## src/rtl/pc_unit_if.sv

```systemverilog
// rtl/pc_unit_if.sv - control inputs and PC/status outputs of the program counter unit
interface pc_unit_if #(
  parameter int ADDR_W = 7
);
  logic              stall;
  logic              branch_taken;
  logic [ADDR_W-1:0] branch_target;
  logic              jump;
  logic [ADDR_W-1:0] jump_target;
  logic              trap;
  logic              mret;
  logic              halt;
  logic              resume;
  logic [ADDR_W-1:0] pc_out;
  logic [ADDR_W-1:0] pc_plus_inc;
  logic [ADDR_W-1:0] epc;
  logic              misalign;
  logic              halted;

  modport master (
    output stall, branch_taken, branch_target, jump, jump_target,
           trap, mret, halt, resume,
    input  pc_out, pc_plus_inc, epc, misalign, halted
  );

  modport slave (
    input  stall, branch_taken, branch_target, jump, jump_target,
           trap, mret, halt, resume,
    output pc_out, pc_plus_inc, epc, misalign, halted
  );
endinterface

```

## src/rtl/pc_unit.sv

```systemverilog
// rtl/pc_unit.sv - program counter with redirect priority, trap/return, halt/resume
module pc_unit #(
  parameter int                ADDR_W    = 7,
  parameter logic [ADDR_W-1:0] RESET_VEC = '0,
  parameter logic [ADDR_W-1:0] TRAP_VEC  = ADDR_W'(7'h40),
  parameter int unsigned       INC       = 4
) (
  input  logic        clk,
  input  logic        reset,
  pc_unit_if.slave    bus
);

  typedef enum logic {RUN, HALTED} state_t;

  localparam logic [ADDR_W-1:0] STEP        = ADDR_W'(INC);
  localparam bit                CHECK_ALIGN = (INC == 4);

  state_t            state, state_nxt;
  logic [ADDR_W-1:0] pc, pc_nxt;
  logic [ADDR_W-1:0] epc_r, epc_nxt;
  logic              mis, mis_nxt;
  logic [ADDR_W-1:0] seq_pc;

  assign seq_pc = pc + STEP;

  // Word alignment only makes sense when instructions are 4 bytes wide.
  function automatic logic misaligned(input logic [ADDR_W-1:0] t);
    return CHECK_ALIGN && (t[1:0] != 2'b00);
  endfunction

  always_comb begin
    state_nxt = state;
    pc_nxt    = pc;
    epc_nxt   = epc_r;
    mis_nxt   = 1'b0;
    case (state)
      RUN: begin
        if (bus.trap) begin
          pc_nxt  = TRAP_VEC;
          epc_nxt = pc;
        end else if (bus.mret) begin
          pc_nxt = epc_r;
        end else if (bus.jump) begin
          if (misaligned(bus.jump_target)) begin
            pc_nxt  = TRAP_VEC;
            epc_nxt = pc;
            mis_nxt = 1'b1;
          end else begin
            pc_nxt = bus.jump_target;
          end
        end else if (bus.branch_taken) begin
          if (misaligned(bus.branch_target)) begin
            pc_nxt  = TRAP_VEC;
            epc_nxt = pc;
            mis_nxt = 1'b1;
          end else begin
            pc_nxt = bus.branch_target;
          end
        end else if (bus.halt) begin
          state_nxt = HALTED;
        end else if (!bus.stall) begin
          pc_nxt = seq_pc;
        end
      end
      HALTED: begin
        // Only trap or resume leave HALTED; all redirects are ignored here.
        if (bus.trap) begin
          pc_nxt    = TRAP_VEC;
          epc_nxt   = pc;
          state_nxt = RUN;
        end else if (bus.resume) begin
          pc_nxt    = seq_pc;
          state_nxt = RUN;
        end
      end
      default: state_nxt = RUN;
    endcase
  end

  always_ff @(posedge clk) begin
    if (reset) begin
      state <= RUN;
      pc    <= RESET_VEC;
      epc_r <= '0;
      mis   <= 1'b0;
    end else begin
      state <= state_nxt;
      pc    <= pc_nxt;
      epc_r <= epc_nxt;
      mis   <= mis_nxt;
    end
  end

  assign bus.pc_out      = pc;
  assign bus.pc_plus_inc = seq_pc;
  assign bus.epc         = epc_r;
  assign bus.misalign    = mis;
  assign bus.halted      = (state == HALTED);

endmodule

```

## src/flat_wrapper.sv

```systemverilog
// flat-port wrapper written by rule: the top's interface ports become plain ports
module pc_unit_flat 
#(
  parameter int                ADDR_W    = 7,
  parameter logic [ADDR_W-1:0] RESET_VEC = '0,
  parameter logic [ADDR_W-1:0] TRAP_VEC  = ADDR_W'(7'h40),
  parameter int unsigned       INC       = 4
)
  (clk, reset, bus_stall, bus_branch_taken, bus_branch_target, bus_jump, bus_jump_target, bus_trap, bus_mret, bus_halt, bus_resume, bus_pc_out, bus_pc_plus_inc, bus_epc, bus_misalign, bus_halted);
  pc_unit_if #(.ADDR_W(ADDR_W)) bus_i ();
  input  logic clk;
  input  logic reset;
  input wire logic [$bits(bus_i.stall)-1:0] bus_stall;
  input wire logic [$bits(bus_i.branch_taken)-1:0] bus_branch_taken;
  input wire logic [$bits(bus_i.branch_target)-1:0] bus_branch_target;
  input wire logic [$bits(bus_i.jump)-1:0] bus_jump;
  input wire logic [$bits(bus_i.jump_target)-1:0] bus_jump_target;
  input wire logic [$bits(bus_i.trap)-1:0] bus_trap;
  input wire logic [$bits(bus_i.mret)-1:0] bus_mret;
  input wire logic [$bits(bus_i.halt)-1:0] bus_halt;
  input wire logic [$bits(bus_i.resume)-1:0] bus_resume;
  output wire logic [$bits(bus_i.pc_out)-1:0] bus_pc_out;
  output wire logic [$bits(bus_i.pc_plus_inc)-1:0] bus_pc_plus_inc;
  output wire logic [$bits(bus_i.epc)-1:0] bus_epc;
  output wire logic [$bits(bus_i.misalign)-1:0] bus_misalign;
  output wire logic [$bits(bus_i.halted)-1:0] bus_halted;
  assign bus_i.stall = bus_stall;
  assign bus_i.branch_taken = bus_branch_taken;
  assign bus_i.branch_target = bus_branch_target;
  assign bus_i.jump = bus_jump;
  assign bus_i.jump_target = bus_jump_target;
  assign bus_i.trap = bus_trap;
  assign bus_i.mret = bus_mret;
  assign bus_i.halt = bus_halt;
  assign bus_i.resume = bus_resume;
  assign bus_pc_out = bus_i.pc_out;
  assign bus_pc_plus_inc = bus_i.pc_plus_inc;
  assign bus_epc = bus_i.epc;
  assign bus_misalign = bus_i.misalign;
  assign bus_halted = bus_i.halted;
  pc_unit #(.ADDR_W(ADDR_W), .RESET_VEC(RESET_VEC), .TRAP_VEC(TRAP_VEC), .INC(INC)) u_core (.clk(clk), .reset(reset), .bus(bus_i));
endmodule
```

## config.mk

```make
export PLATFORM = sky130hd
export DESIGN_NAME = pc_unit_flat
export DESIGN_NICKNAME = d
export VERILOG_FILES = /design/src/rtl/pc_unit_if.sv /design/src/rtl/pc_unit.sv /design/src/flat_wrapper.sv
export SDC_FILE = /design/constraint.sdc
export NUM_CORES = 1
export LEC_CHECK = 0
export ABC_CLOCK_PERIOD_IN_PS = 4650
export CORE_MARGIN = 4
export CORE_UTILIZATION = 45
export CTS_BUF_LIST = sky130_fd_sc_hd__clkbuf_4 sky130_fd_sc_hd__clkbuf_8
export CTS_CLUSTER_DIAMETER = 40
export DETAILED_ROUTE_END_ITERATION = 8
export GPL_ROUTABILITY_DRIVEN = 0
export PLACE_DENSITY = 0.85
export SYNTH_ARGS = -nofsm -noshare
export SYNTH_HDL_FRONTEND = slang
export SYNTH_SLANG_ARGS = --single-unit
```

## constraint.sdc

```tcl
create_clock -name clk -period 4.65 [get_ports clk]
set_clock_uncertainty 0.1 [all_clocks]
set_input_delay 1.395 -clock clk [delete_from_list [all_inputs] [get_ports clk]]
set_output_delay 1.395 -clock clk [all_outputs]
set_load 0.05 [all_outputs]
```

* After elaboration in Yosys (flattened, before gate mapping) *
Cells that the tools add are included.

operators by class
  $add $sub $neg = 1
  $mul = 0
  divide/modulo/power cells = 0
  order comparisons = 0
  equality and inequality tests = 8
  shifts and indexed selects = 0
  multiplexer cells = 31
  bitwise gates (word level) = 1
  reduce and logical (&&, ||, !) cells = 5

operators by type and width
  cell                                            count
  two-way mux 7 bit                               17
  case mux 7 bit (2 select lines)                 2
  != test 6 bit (second input constant)           2
  two-way mux 1 bit                               11
  != test 4 x 3 -> 1 bit (second input constant)  2
  adder 7 x 3 -> 7 bit (second input constant)    1
  != test 3 bit (second input constant)           2
  AND reduction 5 bit                             1
  != test 4 bit (second input constant)           1
  nonzero test 2 bit                              2
  OR reduction 4 bit                              1
  AND reduction 3 bit                             1
  != test 2 bit (second input constant)           1
  case mux 1 bit (2 select lines)                 1
  NOT 1 bit                                       1

storage, ports and cells
  register bits after elaboration = 16
  bits in latches = 0
  memory bits (writable) = 0
  bits in read-only memories = 0
  input port bits = 23
  output and inout bits = 23
  logic and storage cells = 50
  memories kept = 0

* Longest topological paths before layout *
Gate-level depths: netlist (run 1).

  word-level depth = 8
  mapped depth = 7
  gate-level depth less buffers = 6

* Least setup slack after synthesis (run 1) *
OpenSTA, ideal clock, no wires.

  path type = register to output
  start = register u_core.pc[2], in the netlist u_core.bus.pc_out[2]
  end = output port bus_pc_plus_inc[6]
  arrival = 2.027 ns
  data required time = 3.155 ns
  path slack = 1.128 ns
  cell stages (with the launch flop) = 4
  path buffers = 0
  path through = dfxtp_1 ha_1 nand3_1 xnor2_1

on the way
  longest elaborated chain between the ends = 1

RTL lines
  element                   RTL line            source
  start: declaration        pc_unit.sv:19       logic [ADDR_W-1:0] pc, pc_nxt;
  start signal: assignment  pc_unit.sv:88       pc <= pc_nxt;
  adder 7 x 3 -> 7 bit      pc_unit.sv:24       assign seq_pc = pc + STEP;
  end: declaration          flat_wrapper.sv:23  output wire logic [$bits(bus_i.pc_plus_inc)-1:0] bus_pc_plus_inc;

Every way passes these cells.

* Final worst setup path (run 1) *
Ends and elaborated chain as after synthesis.

==> results of run 1 <==
## layout make-up
cell class | count | area, um2
multi-input combinational | 95 | 594
timing repair buffer | 45 | 450
fill | 176 | 564
clock buffer | 4 | 36.3
inverter | 6 | 22.5
sequential | 16 | 320
tap | 27 | 33.8
## cell families after synthesis
family	after synthesis	share of synthesized area, %
AO/OA/AOI/OAI	35	24.1
XOR/XNOR	3	2.67
adder cells (fa/ha/maj)	1	1.27
buffers and inverters	14	7.23
flip-flops	16	32.5
multiplexers	7	7.11
AND/OR/NAND/NOR	49	25.1
## layout by cell type (no fill, tap or decap), types with 5 or more instances in the layout
| cell type | instances |
|---|---|
| nor2_1 | 21 |
| clkdlybuf4s50_1 | 45 |
| mux2i_1 | 7 |
| inv_1 | 6 |
| nor3_1 | 5 |
| a21oi_1 | 10 |
| nand2_1 | 8 |
| dfxtp_1 | 16 |
## stage by stage
step | hold slack, ps | power (mW) | cells | instance area [um2] | worst slack [ps]
after detailed placement | 416 | 0.240 | 189 | 1420 | 1290
after floorplan | 647 | 0.202 | 125 | 986 | 1130
final | 433 | 0.332 | 193 | 1460 | 960
after global routing | 487 | 0.348 | 193 | 1460 | 858
after global placement | 404 | 0.240 | 189 | 1420 | 1330
after CTS | 439 | 0.333 | 193 | 1460 | 960
## power by group
group	switching [mW]	internal [mW]
clock	0.0463	0.0478
sequential	0.00500	0.141
combinational	0.0519	0.0401
## critical path: stages (launching register included)
cell and delay (ps):
dfxtp_1 460, ha_1 240, nand3_1 160, xnor2_1 210, clkdlybuf4s50_1 830
## cells in the mapped netlist (all sizes together), types with 3 or more instances
cell type and number:
a211oi 3, a21oi 10, a31oi 3, a32oi 3, buf 6, dfxtp 16, inv 6, mux2i 7
nand2 8, nor2 22, nor2b 3, nor3 6, nor3b 3, o21ai 7
## metal layers
layer,wire [um],track usage (%),vias up,share of wire [%]
met5,0,0,-,0
met4,44,9.54,0,1.5
met3,233,3.27,5,8.0
met2,1330,35.6,44,46
met1,1310,27.6,476,45
li1,-,-,532,-
## flip-flops by register name, summed over array words and instances, names as in the netlist
register and cells:
u_core.bus.misalign 1, u_core.bus.epc 7, u_core.bus.pc_out 7, u_core.bus.halted 1
## final timing paths
| check | from | to | slack [ps] | cells past startpoint |
|---|---|---|---|---|
| max | u_core.bus.pc_out[2]$_SDFFE_PP0P_ | bus_pc_plus_inc[6] | 960 | 4 |
| min | u_core.bus.epc[2]$_SDFFE_PP0P_ | u_core.bus.epc[2]$_SDFFE_PP0P_ | 430 | 2 |
| max reg2reg | u_core.bus.pc_out[2]$_SDFFE_PP0P_ | u_core.bus.pc_out[6]$_SDFFE_PP0P_ | 2860 | 6 |
| min reg2reg | u_core.bus.epc[2]$_SDFFE_PP0P_ | u_core.bus.epc[2]$_SDFFE_PP0P_ | 430 | 2 |
==> metrics.cfg, run 1 <==
[floorplan]
die_area_um2 = 3000
die_w_um = 54.8
start_util_pct = 48.8
ios = 46
die_y_um = 54.8
core_area_um2 = 2020
rows = 16

[critical_path]
cp_data_required_time_ps = 3150
cp_max_fo = 7
path_class = flop to output port
arrival_ps = 2190
critPathCaptureType = output port
critPathLaunchType = flop

[drt]
ant_nets = 0
drtIter0Drc = 27
via_per_inst = 5.48
dr.pass1.iters = 4
drc_errors = 0
post_drt_wl_per_cell_um = 15.1
routed_wl_um = 2920
vias = 1057

[cells_and_area]
num_antenna_cells = 0
area_delta_synth_final_pct = 47.8
final_nets = 191
layout-drive-gt1-share_pct = 6.63
post-route-util_pct = 72.1

[synthesis]
synth_cell_type_count = 38
synth_area_leaders = dfxtp_1, nor2_1, mux2i_1
yosysSeqAreaShare_pct = 32.5
yosysWarningCount = 0
synthDominantCellAreaShare_pct = 32.5
avgSynthCellArea_um2 = 7.89
synth_top_cell_by_area = dfxtp_1
ys_seq_elements = 16
synth_cells = 125
synth.net_count = 149
dominantRegCellSynth = dfxtp_1
syn_area_um2 = 986
async_flop_share_pct = 0
synth_edf_count = 0

[sta]
tightest_slew_ps = 601
fin_tns_setup_ps = 0
max_freq_mhz = 271
fin_crit_ps = 3690
setup_viol = 0
drv_slew = 0
rsz0062_at_grt = false
relSlewSlack_pct = 59.8
post-route-period-util_pct = 79.3
final_hold_viol_count = 0

[clocking]
cts_tree = built
cts_resized = 0
cts_made_buffers = 3
htreeDepth = 1
clk_pin_slew_ps = 90
cts_setup_buffers = 0
cts_root_buf = clkbuf_4
clockBufferDepth = 2
clk-insertion-delay-late_ps = 290
hold_buffers = 0
clock_sinks = 16

[global_routing]
grt.overflow.total = 0
track_usage_pct = 21.7
grt_pass1_vias = 1023
grt_max_degree = 17
grt_antenna_before_repair = 0
grt_pass1_wl_um = 4620

[placement]
post-dp-hpwl_um = 2190
portBuffers = 45

[power]
cellPowerDensity_nw_per_um2 = 228
p_leak_nw = 0.519
ir_worst_vdd_uv = 208

[run]
drv_cap = 0

[hold_path]
hold_class = flop to flop

[run_status]
outcome = complete, no violations

(Power assumes the default switching activity.)
==> inputs of run 2 (changes only) <==
--- a/config.mk
+++ b/config.mk
@@ -5,14 +5,14 @@
 export SDC_FILE = /design/constraint.sdc
 export NUM_CORES = 1
 export LEC_CHECK = 0
-export ABC_CLOCK_PERIOD_IN_PS = 4650
+export ABC_CLOCK_PERIOD_IN_PS = 3190
 export CORE_MARGIN = 4
-export CORE_UTILIZATION = 45
+export CORE_UTILIZATION = 38
 export CTS_BUF_LIST = sky130_fd_sc_hd__clkbuf_4 sky130_fd_sc_hd__clkbuf_8
 export CTS_CLUSTER_DIAMETER = 40
 export DETAILED_ROUTE_END_ITERATION = 8
 export GPL_ROUTABILITY_DRIVEN = 0
-export PLACE_DENSITY = 0.85
+export PLACE_DENSITY = 0.76
 export SYNTH_ARGS = -nofsm -noshare
 export SYNTH_HDL_FRONTEND = slang
 export SYNTH_SLANG_ARGS = --single-unit
==> constraint.sdc (replaced) <==
create_clock -name clk -period 3.19 [get_ports clk]
set_clock_uncertainty 0.1 [all_clocks]
set_input_delay 0.957 -clock clk [delete_from_list [all_inputs] [get_ports clk]]
set_output_delay 0.957 -clock clk [all_outputs]
set_load 0.05 [all_outputs]
==> metrics.cfg, run 2 (synthesis gave the netlist of run 1 again) <==
[run_status]
outcome = complete, no violations

[critical_path]
arrival_ps = 1990  ; -200 ps
cp_max_fo = 7  ; unchanged
critical_path_buf_inv_count = 1  ; unchanged
crit_path_top_delay_cell = clkdlybuf4s50_1
crit_path_max_incr_delay_ps = 850  ; +20 ps
cp_top_family = buffers and inverters
rr_startpoint = u_core.bus.pc_out[2]$_SDFFE_PP0P_
cp_data_required_time_ps = 2130  ; -1020 ps
cp.depth = 3  ; -1
critPathCaptureType = output port
crit_path_cell_trace = nand3_1 > xnor2_1 > clkdlybuf4s50_1
endpoint = bus_pc_plus_inc[5]
reg2reg_slack_ps = 1330  ; -1530 ps
cp-startpoint = u_core.bus.pc_out[4]$_SDFFE_PP0P_
reg2reg_to = u_core.bus.pc_out[6]$_SDFFE_PP0P_
worst-r2r-cell-count = 6  ; unchanged
critPathLaunchType = flop
path_class = flop to output port

[clocking]
cts_made_buffers = 3  ; unchanged
clk_pin_slew_ps = 90  ; about the same
clock_sinks = 16  ; unchanged
clk-insertion-delay-late_ps = 290  ; about the same
cts_root_buf = clkbuf_4
clockBufferDepth = 2  ; unchanged
hold_buffers = 0  ; unchanged
cts_tree = built
htreeDepth = 1  ; unchanged

[cells_and_area]
layout-drive-gt1-share_pct = 9.41  ; +2.8 points
seq_area_um2 = 320  ; unchanged
multi_input_area_um2 = 594  ; unchanged
layout_commonest_cell = clkdlybuf4s50_1
layout_common_cells = clkdlybuf4s50_1, nor2_1, dfxtp_1
num_antenna_cells = 0  ; unchanged
fill_cells = 239  ; +36%
area_delta_synth_final_pct = 50.6
stdcell_area_um2 = 1490  ; +1.9%
final_nets = 196  ; +2.6%

[drt]
drc_errors = 0  ; unchanged
routed_wl_um = 3110  ; +6.4%
post_drt_wl_per_cell_um = 15.5  ; +2.7%
ant_nets = 0  ; unchanged
vias = 1112  ; +5.2%
via_per_inst = 5.56  ; +1.5%
drtIter0Drc = 41  ; +52%
dr.pass1.iters = 4  ; unchanged

[sta]
tightest_slew_ps = 659  ; +57.8 ps
final_hold_viol_count = 0  ; unchanged
drv_slew = 0  ; unchanged
max_freq_mhz = 328
fin_tns_setup_ps = 0  ; unchanged
fin_crit_ps = 3050
relSlewSlack_pct = 56.0  ; -3.9 points
post-route-period-util_pct = 95.6
setup_viol = 0  ; unchanged
rsz0062_at_grt = false

[floorplan]
ios = 46  ; unchanged
die_y_um = 58.9  ; +7.5%
start_util_pct = 39.8  ; -9.0 points
die_area_um2 = 3470  ; +16%
die_w_um = 58.9  ; +7.5%
core_area_um2 = 2480  ; +23%
rows = 18  ; +2

[power]
p_leak_nw = 0.554  ; +6.9%
cellPowerDensity_nw_per_um2 = 310  ; +36%
ir_worst_vdd_uv = 224  ; +7.7%

[global_routing]
use_met3_pct = 3.51  ; +0.24 points
grt_pass1_vias = 1080  ; +5.6%
use_met1_pct = 24.6  ; -3.0 points
grt.overflow.total = 0  ; unchanged
busiest_layer = met2
grt_pass1_wl_um = 5000  ; +8.0%
track_usage_pct = 18.6  ; -3.1 points
grt_util_met2_pct = 30.3  ; -5.3 points
grt_max_degree = 17  ; unchanged
grt_antenna_before_repair = 0  ; unchanged

[placement]
post-dp-hpwl_um = 2370  ; +8.3%
portBuffers = 45  ; unchanged
placed_area_um2 = 1460  ; +2.7%

[run]
drv_cap = 0  ; unchanged

[hold_path]
hold_class = flop to flop

run 2: worst register-to-register path: stages, from the launching register on:
cell,delay [ps]
dfxtp_1,460
ha_1,280
nand3_1,180
nor3_1,300
a21oi_1,70
a311oi_1,270
nor3_1,70
run 2: layout make-up:
class                           count  area share, %
Clock buffer                        3           1.52
Sequential cell                    16           21.6
Inverter                            6           1.52
Multi-Input combinational cell     95           40.0
Tap cell                           30           2.53
Timing Repair Buffer               50           32.9
run 2: repair_timing:
| action | 4_1_cts | 5_1_grt |
|---|---|---|
| endpoints found under the setup margin | 0 | 1 |
| endpoints found under the hold margin | 0 | 0 |
| buffers inserted | 0 | 0 |
| resized for setup | 0 | 1 |
run 2: worst min-delay path by stage:
stage / startpoint / end / cells past startpoint / slack (ps)
final: u_core.bus.epc[3]$_SDFFE_PP0P_ / u_core.bus.epc[3]$_SDFFE_PP0P_ / 2 / 440
after CTS: u_core.bus.epc[3]$_SDFFE_PP0P_ / u_core.bus.epc[3]$_SDFFE_PP0P_ / 2 / 450
after global routing: u_core.bus.epc[0]$_SDFFE_PP0P_ / u_core.bus.epc[0]$_SDFFE_PP0P_ / 2 / 490
after detailed placement: u_core.bus.epc[3]$_SDFFE_PP0P_ / u_core.bus.epc[3]$_SDFFE_PP0P_ / 2 / 430
after floorplan: u_core.bus.pc_out[3]$_SDFFE_PP0P_ / u_core.bus.pc_out[3]$_SDFFE_PP0P_ / 2 / 650
after global placement: u_core.bus.epc[3]$_SDFFE_PP0P_ / u_core.bus.epc[3]$_SDFFE_PP0P_ / 2 / 410
run 2: stage by stage:
stage	hold slack [ps]	util [%]	instances	total power, mW	setup WS (ps)
after floorplan	647	-	125	0.294	106
after global placement	406	58.9	197	0.355	386
after detailed placement	430	58.9	197	0.356	404
after CTS	451	59.8	200	0.461	53.3
after global routing	492	59.9	200	0.479	57.5
final	438	59.9	200	0.460	141
run 2: power by group:
group | internal [mW] | switching, mW
combinational | 0.0625 | 0.0783
sequential | 0.205 | 0.00733
clock | 0.0439 | 0.0627
total | 0.312 | 0.148
run 2: routing by layer:
layer / share of wire, % / up-vias
met1: 43 / 497
met3: 11 / 8
met2: 44 / 72
met5: 0 / -
li1: - / 535
met4: 2.3 / 0
==> inputs of run 3 (changes only) <==
--- a/config.mk
+++ b/config.mk
@@ -8,10 +8,9 @@
 export ABC_CLOCK_PERIOD_IN_PS = 3190
 export CORE_MARGIN = 4
 export CORE_UTILIZATION = 38
-export CTS_BUF_LIST = sky130_fd_sc_hd__clkbuf_4 sky130_fd_sc_hd__clkbuf_8
+export CTS_BUF_LIST = sky130_fd_sc_hd__clkbuf_8
 export CTS_CLUSTER_DIAMETER = 40
 export DETAILED_ROUTE_END_ITERATION = 8
-export GPL_ROUTABILITY_DRIVEN = 0
 export PLACE_DENSITY = 0.76
 export SYNTH_ARGS = -nofsm -noshare
 export SYNTH_HDL_FRONTEND = slang
==> metrics.cfg, run 3 (synthesis gave the netlist of run 1 again) <==
[run_status]
outcome = complete, no violations

[clocking]
cts_setup_buffers = 0  ; unchanged
clockBufferDepth = 2  ; unchanged
cts_root_buf = clkbuf_8
clk-insertion-delay-late_ps = 250  ; -40 ps
clock_sinks = 16  ; unchanged
clk_pin_slew_ps = 60  ; -30 ps
hold_buffers = 0  ; unchanged
cts_made_buffers = 3  ; unchanged
cts_tree = built
cts_resized = 0  ; unchanged
htreeDepth = 1  ; unchanged

[run]
drv_cap = 0  ; unchanged

[drt]
vias = 1109  ; -0.27%
dr.pass1.iters = 4  ; unchanged
via_per_inst = 5.55  ; -0.27%
routed_wl_um = 3110  ; +0.26%
drtIter0Drc = 34  ; -17%
ant_nets = 0  ; unchanged
post_drt_wl_per_cell_um = 15.6  ; +0.26%
drc_errors = 0  ; unchanged

[sta]
drv_slew = 0  ; unchanged
fin_crit_ps = 3090  ; +39.4 ps
post-route-period-util_pct = 96.8  ; +1.2 points
tightest_slew_ps = 631  ; -27.4 ps
max_freq_mhz = 324  ; -1.3%
whs_ps = 439  ; +1.28 ps
final_hold_viol_count = 0  ; unchanged
rsz0062_at_grt = false
relSlewSlack_pct = 57.8  ; +1.8 points
fin_tns_setup_ps = 0  ; unchanged
setup_viol = 0  ; unchanged

[global_routing]
grt_antenna_before_repair = 0  ; unchanged
grt.overflow.total = 0  ; unchanged
grt_pass1_vias = 1078  ; -0.19%
grt_pass1_wl_um = 5110  ; +2.3%
track_usage_pct = 19.2  ; +0.59 points
grt_max_degree = 17  ; unchanged

[power]
cellPowerDensity_nw_per_um2 = 335  ; +8.1%
power_mw = 0.503  ; +9.3%
p_leak_nw = 0.545  ; -1.7%
ir_worst_vdd_uv = 245  ; +9.4%

[floorplan]
ios = 46  ; unchanged
die_w_um = 58.9  ; unchanged
start_util_pct = 39.8  ; unchanged
die_area_um2 = 3470  ; unchanged
core_area_um2 = 2480  ; unchanged
rows = 18  ; unchanged
die_y_um = 58.9  ; unchanged

[cells_and_area]
final_nets = 196  ; unchanged
area_delta_synth_final_pct = 52.3
layout_common_cells = clkdlybuf4s50_1, nor2_1, dfxtp_1
num_antenna_cells = 0  ; unchanged
layout_commonest_cell = clkdlybuf4s50_1
post-route-util_pct = 60.6  ; +0.66 points
layout-drive-gt1-share_pct = 9.41  ; unchanged
fill_cells = 238  ; -0.42%
stdcell_count = 200  ; unchanged

[critical_path]
crit_path_top_delay_cell = clkdlybuf4s50_1
critical_path_buf_inv_count = 1  ; unchanged
cp_max_fo = 7  ; unchanged
critPathCaptureType = output port
crit_path_cell_trace = ha_1 > xor2_1 > clkdlybuf4s50_1
path_class = flop to output port
crit_path_max_incr_delay_ps = 840  ; about the same
cp_data_required_time_ps = 2130  ; about the same
cp_top_family = buffers and inverters
critPathLaunchType = flop
arrival_ps = 2030  ; +40 ps

[placement]
place_congestion = 0.888
dp_cells = 197  ; unchanged
post-dp-hpwl_um = 2370  ; unchanged
portBuffers = 45  ; unchanged

[hold_path]
hold_class = flop to flop

run 3: through the flow:
stage | instance area [um2] | worst slack, ps
6_report | 1500 | 102
5_1_grt | 1500 | 2.29
4_1_cts | 1500 | 109
3_5_place_dp | 1460 | 404
3_3_place_gp | 1460 | 386
2_1_floorplan | 986 | 106
run 3: final cells by class:
class / count / area [um2] / share of cell area (%)
clock buffer: 3 / 41.3 / 2.75
inverter: 6 / 22.5 / 1.50
timing repair buffer: 50 / 485 / 32.3
tap: 30 / 37.5 / 2.50
multi-input combinational: 95 / 594 / 39.6
sequential: 16 / 320 / 21.3
run 3: final timing paths:
kind                                                         from                                end  slack, ps  depth (start not counted)
worst min-delay path               u_core.bus.epc[3]$_SDFFE_PP0P_     u_core.bus.epc[3]$_SDFFE_PP0P_        440                          2
worst max register to register  u_core.bus.pc_out[2]$_SDFFE_PP0P_  u_core.bus.pc_out[6]$_SDFFE_PP0P_       1340                          6
worst max-delay path            u_core.bus.pc_out[2]$_SDFFE_PP0P_                 bus_pc_plus_inc[4]        100                          3
worst min register to register     u_core.bus.epc[3]$_SDFFE_PP0P_     u_core.bus.epc[3]$_SDFFE_PP0P_        440                          2
run 3: worst reg2reg max path, delay by kind of cell (launching register included):
family | cells | cell delay, ps
adders and majority gates | 1 | 280
and+or+nand+nor | 3 | 540
AOI/OAI and AO/OA | 2 | 340
DFF | 1 | 440
run 3: per-layer routing:
metal  global-route usage, %  share of wire [%]  wire [um]
met5                       0                  0          0
met4                    6.47                2.1         66
met3                    4.17                9.9        307
met2                    31.2                 45       1400
met1                    25.0                 43       1340
run 3: power by group:
group	total [mW]	internal, mW	switching [mW]
combinational	0.141	0.0626	0.0781
sequential	0.213	0.206	0.00740
clock	0.149	0.0837	0.0656
total	0.503	0.352	0.151
